File: config.mk
export PLATFORM = sky130hd
export DESIGN_NAME = gen_buffer
export DESIGN_NICKNAME = d
export VERILOG_FILES = /design/src/rtl/gol_pkg.sv /design/src/rtl/gen_bank.sv /design/src/rtl/gen_buffer.sv
export SDC_FILE = /design/constraint.sdc
export NUM_CORES = 1
export LEC_CHECK = 0
export ABC_CLOCK_PERIOD_IN_PS = 4200
export CORE_AREA = 4 4 143 145
export DETAILED_ROUTE_END_ITERATION = 12
export DIE_AREA = 0 0 147 149
export GPL_TIMING_DRIVEN = 0
export PLACE_DENSITY = 0.84
export SYNTH_ARGS = -nofsm -noshare
export SYNTH_HDL_FRONTEND = slang
export SYNTH_HIERARCHICAL = 1
export SYNTH_SLANG_ARGS = --single-unit
File: constraint.sdc
create_clock -name ph2 -period 4.2 [get_ports ph2]
set_clock_uncertainty 0.05 [all_clocks]
set_input_delay 1.26 -clock ph2 [delete_from_list [all_inputs] [get_ports ph2]]
set_output_delay 1.26 -clock ph2 [all_outputs]
set_load 0.02 [all_outputs]
File: src/rtl/gol_pkg.sv
// Shared definitions for the generation double-buffer.
package gol_pkg;

  typedef enum logic [1:0] {
    ST_IDLE      = 2'd0,
    ST_CLEAR     = 2'd1,
    ST_SWAP_WAIT = 2'd2
  } buf_state_e;

endpackage

File: src/rtl/gen_bank.sv
// One DEPTH x WIDTH row bank: single write port, a neighbourhood read (rows ra-1, ra, ra+1)
// with toroidal or dead boundary, and one plain read port.
module gen_bank #(
  parameter int unsigned WIDTH   = 8,
  parameter int unsigned DEPTH   = 8,
  parameter int unsigned REGBITS = $clog2(DEPTH),
  parameter int unsigned WRAP    = 1
) (
  input  logic               i_clk,
  input  logic               i_rst,
  input  logic               i_we,
  input  logic [REGBITS-1:0] i_waddr,
  input  logic [WIDTH-1:0]   i_wdata,
  input  logic [REGBITS-1:0] i_ra,
  output logic [WIDTH-1:0]   o_row_a,
  output logic [WIDTH-1:0]   o_row,
  output logic [WIDTH-1:0]   o_row_b,
  input  logic [REGBITS-1:0] i_pa,
  output logic [WIDTH-1:0]   o_pdata
);

  logic [WIDTH-1:0] r_mem [DEPTH];

  // Address decode by comparison keeps out-of-range addresses from touching any row.
  always_ff @(posedge i_clk) begin
    if (i_rst) begin
      for (int unsigned i = 0; i < DEPTH; i++) r_mem[i] <= '0;
    end else if (i_we) begin
      for (int unsigned i = 0; i < DEPTH; i++)
        if (i_waddr == REGBITS'(i)) r_mem[i] <= i_wdata;
    end
  end

  always_comb begin
    o_row_a = '0;
    o_row   = '0;
    o_row_b = '0;
    o_pdata = '0;
    for (int unsigned i = 0; i < DEPTH; i++) begin
      if (i_ra == REGBITS'(i)) begin
        o_row   = r_mem[i];
        o_row_a = (i != 0 || WRAP != 0) ? r_mem[(i + DEPTH - 1) % DEPTH] : '0;
        o_row_b = (i != DEPTH - 1 || WRAP != 0) ? r_mem[(i + 1) % DEPTH] : '0;
      end
      if (i_pa == REGBITS'(i)) o_pdata = r_mem[i];
    end
  end

endmodule

File: src/rtl/gen_buffer.sv
// Double-buffered generation store: host loads/clears the current bank, the update engine
// fills the next bank, and a swap publishes it once every row has been written.
module gen_buffer
  import gol_pkg::*;
#(
  parameter int unsigned WIDTH   = 8,
  parameter int unsigned DEPTH   = 8,
  parameter int unsigned REGBITS = $clog2(DEPTH),
  parameter int unsigned WRAP    = 1,
  parameter int unsigned GENBITS = 16
) (
  input  logic               ph2,
  input  logic               reset,
  input  logic               load_en,
  input  logic [REGBITS-1:0] load_addr,
  input  logic [WIDTH-1:0]   load_data,
  input  logic               clear_req,
  output logic               busy,
  input  logic [REGBITS-1:0] ra,
  output logic [WIDTH-1:0]   row_a,
  output logic [WIDTH-1:0]   row,
  output logic [WIDTH-1:0]   row_b,
  input  logic               nxt_we,
  input  logic [REGBITS-1:0] nxt_addr,
  input  logic [WIDTH-1:0]   nxt_data,
  input  logic               swap_req,
  output logic               swap_ack,
  output logic [GENBITS-1:0] gen_count,
  output logic               alive,
  output logic               stable
);

  buf_state_e         r_state, w_state_nxt;
  logic               r_bank_sel;
  logic [DEPTH-1:0]   r_mask;
  logic [REGBITS-1:0] r_clr_cnt;
  logic [GENBITS-1:0] r_gen_count;
  logic               r_swap_ack, r_alive, r_stable, r_nxt_alive, r_nxt_same;

  logic               w_swap, w_mask_full, w_nxt_hit;
  logic               w_cur_we;
  logic [REGBITS-1:0] w_cur_addr;
  logic [WIDTH-1:0]   w_cur_data, w_cur_pdata;
  logic               w_we0, w_we1;
  logic [REGBITS-1:0] w_waddr0, w_waddr1;
  logic [WIDTH-1:0]   w_wdata0, w_wdata1;
  logic [WIDTH-1:0]   w_ra0, w_r0, w_rb0, w_pd0;
  logic [WIDTH-1:0]   w_ra1, w_r1, w_rb1, w_pd1;

  assign w_mask_full = &r_mask;
  assign w_nxt_hit   = nxt_we && ({1'b0, nxt_addr} < (REGBITS + 1)'(DEPTH));

  always_comb begin
    w_state_nxt = r_state;
    w_swap      = 1'b0;
    case (r_state)
      ST_IDLE: begin
        if (clear_req) begin
          w_state_nxt = ST_CLEAR;
        end else if (swap_req) begin
          if (w_mask_full) w_swap = 1'b1;
          else             w_state_nxt = ST_SWAP_WAIT;
        end
      end
      ST_CLEAR: begin
        if (r_clr_cnt == REGBITS'(DEPTH - 1)) w_state_nxt = ST_IDLE;
      end
      ST_SWAP_WAIT: begin
        if (w_mask_full) begin
          w_swap      = 1'b1;
          w_state_nxt = ST_IDLE;
        end
      end
      default: w_state_nxt = ST_IDLE;
    endcase
  end

  always_ff @(posedge ph2) begin
    if (reset) r_state <= ST_IDLE;
    else       r_state <= w_state_nxt;
  end

  // The clear sweep owns the current-bank write port; host loads are dropped meanwhile.
  always_comb begin
    w_cur_we   = load_en;
    w_cur_addr = load_addr;
    w_cur_data = load_data;
    if (r_state == ST_CLEAR) begin
      w_cur_we   = 1'b1;
      w_cur_addr = r_clr_cnt;
      w_cur_data = '0;
    end
  end

  always_comb begin
    w_we0    = w_cur_we;
    w_waddr0 = w_cur_addr;
    w_wdata0 = w_cur_data;
    w_we1    = nxt_we;
    w_waddr1 = nxt_addr;
    w_wdata1 = nxt_data;
    if (r_bank_sel) begin
      w_we0    = nxt_we;
      w_waddr0 = nxt_addr;
      w_wdata0 = nxt_data;
      w_we1    = w_cur_we;
      w_waddr1 = w_cur_addr;
      w_wdata1 = w_cur_data;
    end
  end

  gen_bank #(.WIDTH(WIDTH), .DEPTH(DEPTH), .REGBITS(REGBITS), .WRAP(WRAP)) u_bank0 (
    .i_clk(ph2), .i_rst(reset), .i_we(w_we0), .i_waddr(w_waddr0), .i_wdata(w_wdata0),
    .i_ra(ra), .o_row_a(w_ra0), .o_row(w_r0), .o_row_b(w_rb0),
    .i_pa(nxt_addr), .o_pdata(w_pd0)
  );

  gen_bank #(.WIDTH(WIDTH), .DEPTH(DEPTH), .REGBITS(REGBITS), .WRAP(WRAP)) u_bank1 (
    .i_clk(ph2), .i_rst(reset), .i_we(w_we1), .i_waddr(w_waddr1), .i_wdata(w_wdata1),
    .i_ra(ra), .o_row_a(w_ra1), .o_row(w_r1), .o_row_b(w_rb1),
    .i_pa(nxt_addr), .o_pdata(w_pd1)
  );

  assign w_cur_pdata = r_bank_sel ? w_pd1 : w_pd0;

  // A swap edge wins over a same-edge next write, so that write stays out of the new mask/flags.
  always_ff @(posedge ph2) begin
    if (reset) begin
      r_bank_sel  <= 1'b0;
      r_mask      <= '0;
      r_clr_cnt   <= '0;
      r_gen_count <= '0;
      r_swap_ack  <= 1'b0;
      r_alive     <= 1'b0;
      r_stable    <= 1'b0;
      r_nxt_alive <= 1'b0;
      r_nxt_same  <= 1'b1;
    end else begin
      r_clr_cnt  <= (r_state == ST_CLEAR) ? r_clr_cnt + 1'b1 : '0;
      r_swap_ack <= w_swap;
      if (w_swap) begin
        r_bank_sel  <= ~r_bank_sel;
        r_mask      <= '0;
        r_gen_count <= r_gen_count + 1'b1;
        r_alive     <= r_nxt_alive;
        r_stable    <= r_nxt_same;
        r_nxt_alive <= 1'b0;
        r_nxt_same  <= 1'b1;
      end else if (w_nxt_hit) begin
        r_mask      <= r_mask | (DEPTH'(1) << nxt_addr);
        r_nxt_alive <= r_nxt_alive | (nxt_data != '0);
        r_nxt_same  <= r_nxt_same & (nxt_data == w_cur_pdata);
      end
    end
  end

  assign busy      = (r_state != ST_IDLE);
  assign swap_ack  = r_swap_ack;
  assign gen_count = r_gen_count;
  assign alive     = r_alive;
  assign stable    = r_stable;
  assign row_a     = r_bank_sel ? w_ra1 : w_ra0;
  assign row       = r_bank_sel ? w_r1  : w_r0;
  assign row_b     = r_bank_sel ? w_rb1 : w_rb0;

endmodule

Word-level counts from Yosys, hierarchy flattened:

Memory sizes are Yosys's and may differ from the RTL's.
Index checks and enable logic that the tools add are counted.
Widths: inputs -> output; s select.

* memories kept: 2
* bits in writable memories: 128
* output and inout port bits: 44
* input port bits: 31
* ROM bits: 0
* bits in latches: 0
* word-level logic and storage cells: 252
* register bits: 35

Memory list
* u_bank0.r_mem: depth 8, bits a word 8, rd ports 8, clocked after memory_dff 0, wr ports 8, RTL line gen_bank.sv:22 `logic [WIDTH-1:0] r_mem [DEPTH];`
* u_bank1.r_mem: depth 8, bits a word 8, rd ports 8, clocked after memory_dff 0, wr ports 8, RTL line gen_bank.sv:22

* equal/unequal tests: 36
* divide/modulo/power cells: 0
* bitwise operators: 21
* magnitude comparators: 0
* reduce and logical (&&, ||, !) cells: 11
* shift operators: 1
* muxes and demuxes: 169
* $add $sub $neg: 2
* multiply operators: 0

Operators with widths (number)
* $mux 8: 87
* $mux 1: 72
* $eq 3x3->1 const B: 17
* $eq 3x2->1 const B: 8
* $or 1x1->1: 17
* $add 16x1->16 const B: 1
* $eq 3x1->1 const B: 4
* $logic_not 3->1: 4
* $mux 2: 5
* $mux 3: 3
* $eq 8x8->1: 1
* $or 8x8->8: 1
* $reduce_and 8->1: 1
* $reduce_bool 8->1: 1
* $shl 1x3->8 const A: 1
* $ne 3x3->1 const B: 2
* $pmux 2 s3: 1
* $ne 2x2->1 const B: 2
* $reduce_and 4->1: 1
* $reduce_or 2->1: 2
* $add 3x1->3 const B: 1
* $eq 2x1->1 const B: 1
* $eq 2x2->1 const B: 1
* $logic_not 2->1: 1
* other kinds (4): 5

Longest topological paths before layout:

* depth in word-level cells: 12
* depth in mapped cells: 11
* gate-level depth less buffers: 9

Modules after synthesis:

Netlist, hierarchy kept.

By module, submodules not included
* gen_bank: sequential area each 1921.8 um2, instances 2, cells an instance 449, area each 4610.7 um2
* gen_buffer: sequential area each 700.7 um2, instances 1, cells an instance 271, area each 2268.4 um2

Worst setup path after synthesis:

Ideal clock, no wire load.

* path type: in2out
* start: input ra[2]
* end: output row[5]
* path buffers: 3
* stages on the path: 7
* data required time: 2.890 ns
* setup slack: 0.271 ns
* data arrival time: 2.619 ns
* path through: buf_4 buf_2 buf_2 mux4_2 a22oi_1 o21ai_0 mux2_2

* longest elaborated chain between the ends: 10
* elaborated cells on any way between the ends: 25
* those cells by class: eq/ne (7); mux (17); reduce/logical (1)

RTL lines
* from (decl): RTL line gen_buffer.sv:19 `input logic [REGBITS-1:0] ra,`
* $logic_not 3->1: RTL line gen_bank.sv:40 `if (i_ra == REGBITS'(i)) begin`
* $mux 8 (7 in a row): RTL line gen_bank.sv:40
* $mux 8 (*): RTL line gen_bank.sv:40
* via w_r1[5]: RTL line gen_buffer.sv:48 `logic [WIDTH-1:0] w_ra1, w_r1, w_rb1, w_pd1;`
* $mux 8 (*): RTL line gen_buffer.sv:163 `assign row = r_bank_sel ? w_r1 : w_r0;`
* to (decl): RTL line gen_buffer.sv:21 `output logic [WIDTH-1:0] row,`

Mark *: on every way through the listed nets, which the timed path passes. The rest lies on a longest branch.

Worst setup path after layout:

* start: input ra[2]
* end: output row_b[3]

* longest elaborated chain between the ends: 10
* elaborated cells on any way between the ends: 25
* those cells by class: eq/ne (7); mux (17); reduce/logical (1)

RTL lines
* $logic_not 3->1: RTL line gen_bank.sv:40
* $mux 8 (7 in a row): RTL line gen_bank.sv:40
* $mux 8 (*): RTL line gen_bank.sv:40
* via w_rb1[3]: RTL line gen_buffer.sv:48
* $mux 8 (*): RTL line gen_buffer.sv:164 `assign row_b = r_bank_sel ? w_rb1 : w_rb0;`
* to (decl): RTL line gen_buffer.sv:22 `output logic [WIDTH-1:0] row_b,`

Marks and branches as above.

==> metrics.md <==
| Metric | Value |
|---|---|
| Estimated wirelength of the detail-placed design | `28350 um` |
| Global-route congestion overflow total | `0` |
| Unrepaired setup endpoints after global routing | `true` |
| Largest net degree at the start of global routing | `17` |
| Synth cell count leaders | `195 x nor2_1, 128 x edfxtp_1, 78 x mux2_2` |
| Yosys warns | `6` |
| Number of clock buffers inserted by TritonCTS | `17` |
| Avg Inst Size Synth | `9.829 um2` |
| EDFF count, synth | `about 130` |
| Tcrit/Tclk final | `101.2%` |
| Violations in the final reports | `design-rule violations, negative setup slack` |
| Detail Route met2 WL | `16440 um` |
| Met1 layer wirelength in the final routing | `about 15000 um` |
| Drt pass-1 iters | `12` |
| Detailed router's first-iteration violation count | `1633` |
| Highest metal layer used by the detailed router | `met4` |
| Post-synthesis async set-or-reset flop share | `0%` |
| Max-slew headroom at the worst pin | `41.90%` |
| Flop and latch count out of synthesis | `163` |
| Count of nets left with antenna violations after detail routing | `0` |
| Number of standard-cell rows in the floorplan | `51` |
| Total Wirelength | `38960 um` |
| Synthesized instance count | `1169` |
| Number of buffers on the longest clock path | `2` |
| CP Data Required Time | `2.89 ns` |
| Width of the die | `147 um` |
| Relative area change from synthesis to final layout | `20.20%` |
| Worst-path clk slew | `~0.07 ns` |
| Total nets after synthesis | `1203` |
| Die extent in y | `149 um` |
| Total number of vias | `10.62k` |
| DRC violation count after routing | `1` |
| Maximum capacitance violations | `0` |
| Number of levels the H-tree was split into | `4` |
| Top-count cell post-synth | `nor2_1` |
| Ratio of total power to cell area | `322.4 mW/mm2` |
| Die outline area | `around 0.022 mm2` |
| Shortest period the worst path allows | `4.249 ns` |
| Final Slew Violations | `0` |
| Via count of the first global-routing pass | `10.02k` |
| Path class of the lowest-slack min-delay path | `reg -> reg` |
| Routability congestion estimate from global placement | `0.9907` |
| Final hold vios | `0` |
| Final hold slack | `0.4141 ns` |
| Boundary Pins | `between 70 and 80` |
| Overall routing resource usage | `35.25%` |
| Routed wire length per instance | `25.09 um` |
| Slack of the critical path | `-0.04939 ns` |
| Met3 routed wirelength | `5909 um` |
| WP data arrival | `2.94 ns` |
| Pin slew with the least headroom to its limit | `~0.87 ns` |
| Critical Path Sink Type | `primary output` |
| Wire length of the first global-routing pass | `59490 um` |
| Number of antenna violations at the first check in global routing | `0` |
| Share of the synthesized area in the top cell type | `about 33%` |
| Starting density of the core | `59.82%` |
| Share of cells above drive strength 1 | `24.07%` |
| Port Buffers | `72` |
| Crit start category | `input port` |
| Slowest cell on the critical path | `mux2_2` |
| TritonCTS clock tree | `done` |
| Sequential share of the synthesized area | `~40%` |
| Final cell utilization of the core | `71.90%` |
| Critical path's largest stage delay | `about 0.30 ns` |
| Number of inserted filler cells in the final layout | `about 1.4k` |
| Latest clock arrival within the worst-skew pair | `0.42 ns` |
| Upper clock frequency limit | `0.2353 GHz` |
| Core Footprint | `0.01921 mm2` |
| Antenna Cells | `0` |
| Via density per instance | `6.838` |
| Synth area leaders | `edfxtp_1 33%, mux2_2 7.6%, mux4_2 7.4%` |
| Distinct cell type count after synthesis | `59` |
| Max Fanout on Critical Path | `6` |
| Highest ir drop seen on vdd | `approximately 0.30 mV` |
| Critical Setup Path Class | `in -> out` |
| TritonCTS Sinks | `approximately 160` |
| Number of endpoints failing setup at the final stage | `2` |
| Crit-path cells | `buf_6 > buf_8 > buf_12 > mux2i_4 > nor2_1 > a21oi_1 > o221ai_2 > mux2_2 > clkdlybuf4s15_2` |
| Cell at the root of the clock tree | `clkbuf_16` |
| Most used flip-flop cell after synthesis | `edfxtp_1` |
| Layout net count | `1309` |
| Status | `complete, but fails checks` |
| Dominant cell type by area after synthesis | `edfxtp_1` |
| Total leakage power | `5.221 nW` |
| Synthesized area | `about 0.011 mm2` |
==> layout by cell type, fill, tap and decap left out, types with 11 or more instances in the layout <==
master / n
buf_4: 24
inv_1: 44
clkbuf_16: 20
edfxtp_1: 128
buf_6: 23
dfxtp_1: 35
a221oi_1: 15
mux4_2: 38
buf_2: 28
a22oi_1: 16
nor2b_1: 24
nor2_1: 189
a221o_1: 14
nand4_1: 11
xor2_1: 13
o21ai_0: 46
clkdlybuf4s50_1: 46
nand2_1: 65
a211oi_1: 18
nand2b_1: 34
mux2_2: 72
clkbuf_1: 19
a31oi_1: 11
mux2i_1: 55
xnor2_1: 11
a21oi_1: 58
nand3_1: 29
==> cell type report <==
cell class                      instances  area [um2]  share of cell area (%)
Inverter                               48       182.7                   1.323
Timing Repair Buffer                   89       897.1                   6.496
Tap cell                              265       331.6                   2.401
Clock inverter                         14       141.4                   1.024
Multi-Input combinational cell        871        6548                   47.41
Buffer                                 85       737.0                   5.336
Sequential cell                       163        4544                   32.90
Clock buffer                           18       429.2                   3.107
==> registers in the layout, indices dropped and copies added, names as in the netlist <==
| register | flops |
|---|---|
| stable | 1 |
| u_bank0/r_mem | 64 |
| r_mask | 8 |
| gen_count | 16 |
| r_bank_sel | 1 |
| alive | 1 |
| r_clr_cnt | 3 |
| swap_ack | 1 |
| r_nxt_same | 1 |
| u_bank1/r_mem | 64 |
| r_state | 2 |
| r_nxt_alive | 1 |
==> logic make-up (layout without fill, tap and decap cells) <==
group	after synthesis	in the layout	share of synthesized area, %
muxes	179	179	20.67
adders and majority gates	3	3	0.3267
AOI/OAI and AO/OA	256	256	15.45
xor gates and xnor gates	24	24	1.829
and+or+nand+nor	409	409	16.73
DFF	163	163	39.55
buffers and inverters	135	254	5.445
==> final timing paths <==
kind	slack (ns)	depth (start not counted)	startpoint	end
max	-0.05	9	ra[2]	row_b[3]
min	0.41	1	r_clr_cnt[0]	r_clr_cnt[0]
max reg2reg	0.83	9	r_bank_sel	u_bank0/r_mem[0][27]
min reg2reg	0.41	1	r_clr_cnt[0]	r_clr_cnt[0]
==> worst max-delay path: cells and delay by family <==
kind,cells,cell delay (ns)
AO/OA/AOI/OAI,2,0.38
buffers and inverters,4,0.68
multiplexers,2,0.54
AND/OR/NAND/NOR,1,0.08
==> metrics by stage <==
stage | power, mW | setup TNS [ns] | setup WS [ns] | cell area (um2) | std cells
6_report | 4.453 | -0.06565 | -0.04939 | 13810 | 1553
5_1_grt | 4.596 | -0.1185 | -0.04385 | 13810 | 1553
4_1_cts | 4.386 | -0.1049 | -0.04784 | 13520 | 1543
3_5_place_dp | 2.866 | -34.62 | -1.533 | 12540 | 1506
3_3_place_gp | 2.852 | -34.90 | -1.543 | 12540 | 1506
2_1_floorplan | 2.525 | 0 | 0.2714 | 11490 | 1169
==> routing by layer <==
metal,track usage (%),up-vias
li1,-,4562
met1,50.54,4994
met2,52.15,924
met3,9.237,140
met4,12.67,0
met5,0,-
==> where the power goes <==
group	leakage [nW]	switching, mW	internal [mW]
Combinational	3.34	0.547	0.447
Sequential	1.61	0.132	1.83
Clock	0.267	0.660	0.833
Total	5.22	1.34	3.11
==> what timing repair did <==
item                                    CTS  global route
endpoints found under the setup margin   24            24
buffers inserted                          5             7
cloned                                    2             3
resized for setup                       224            51
hold buffers                              0             0
pin swaps                                 6             8
No activity file was read; power rests on OpenSTA's default activity.
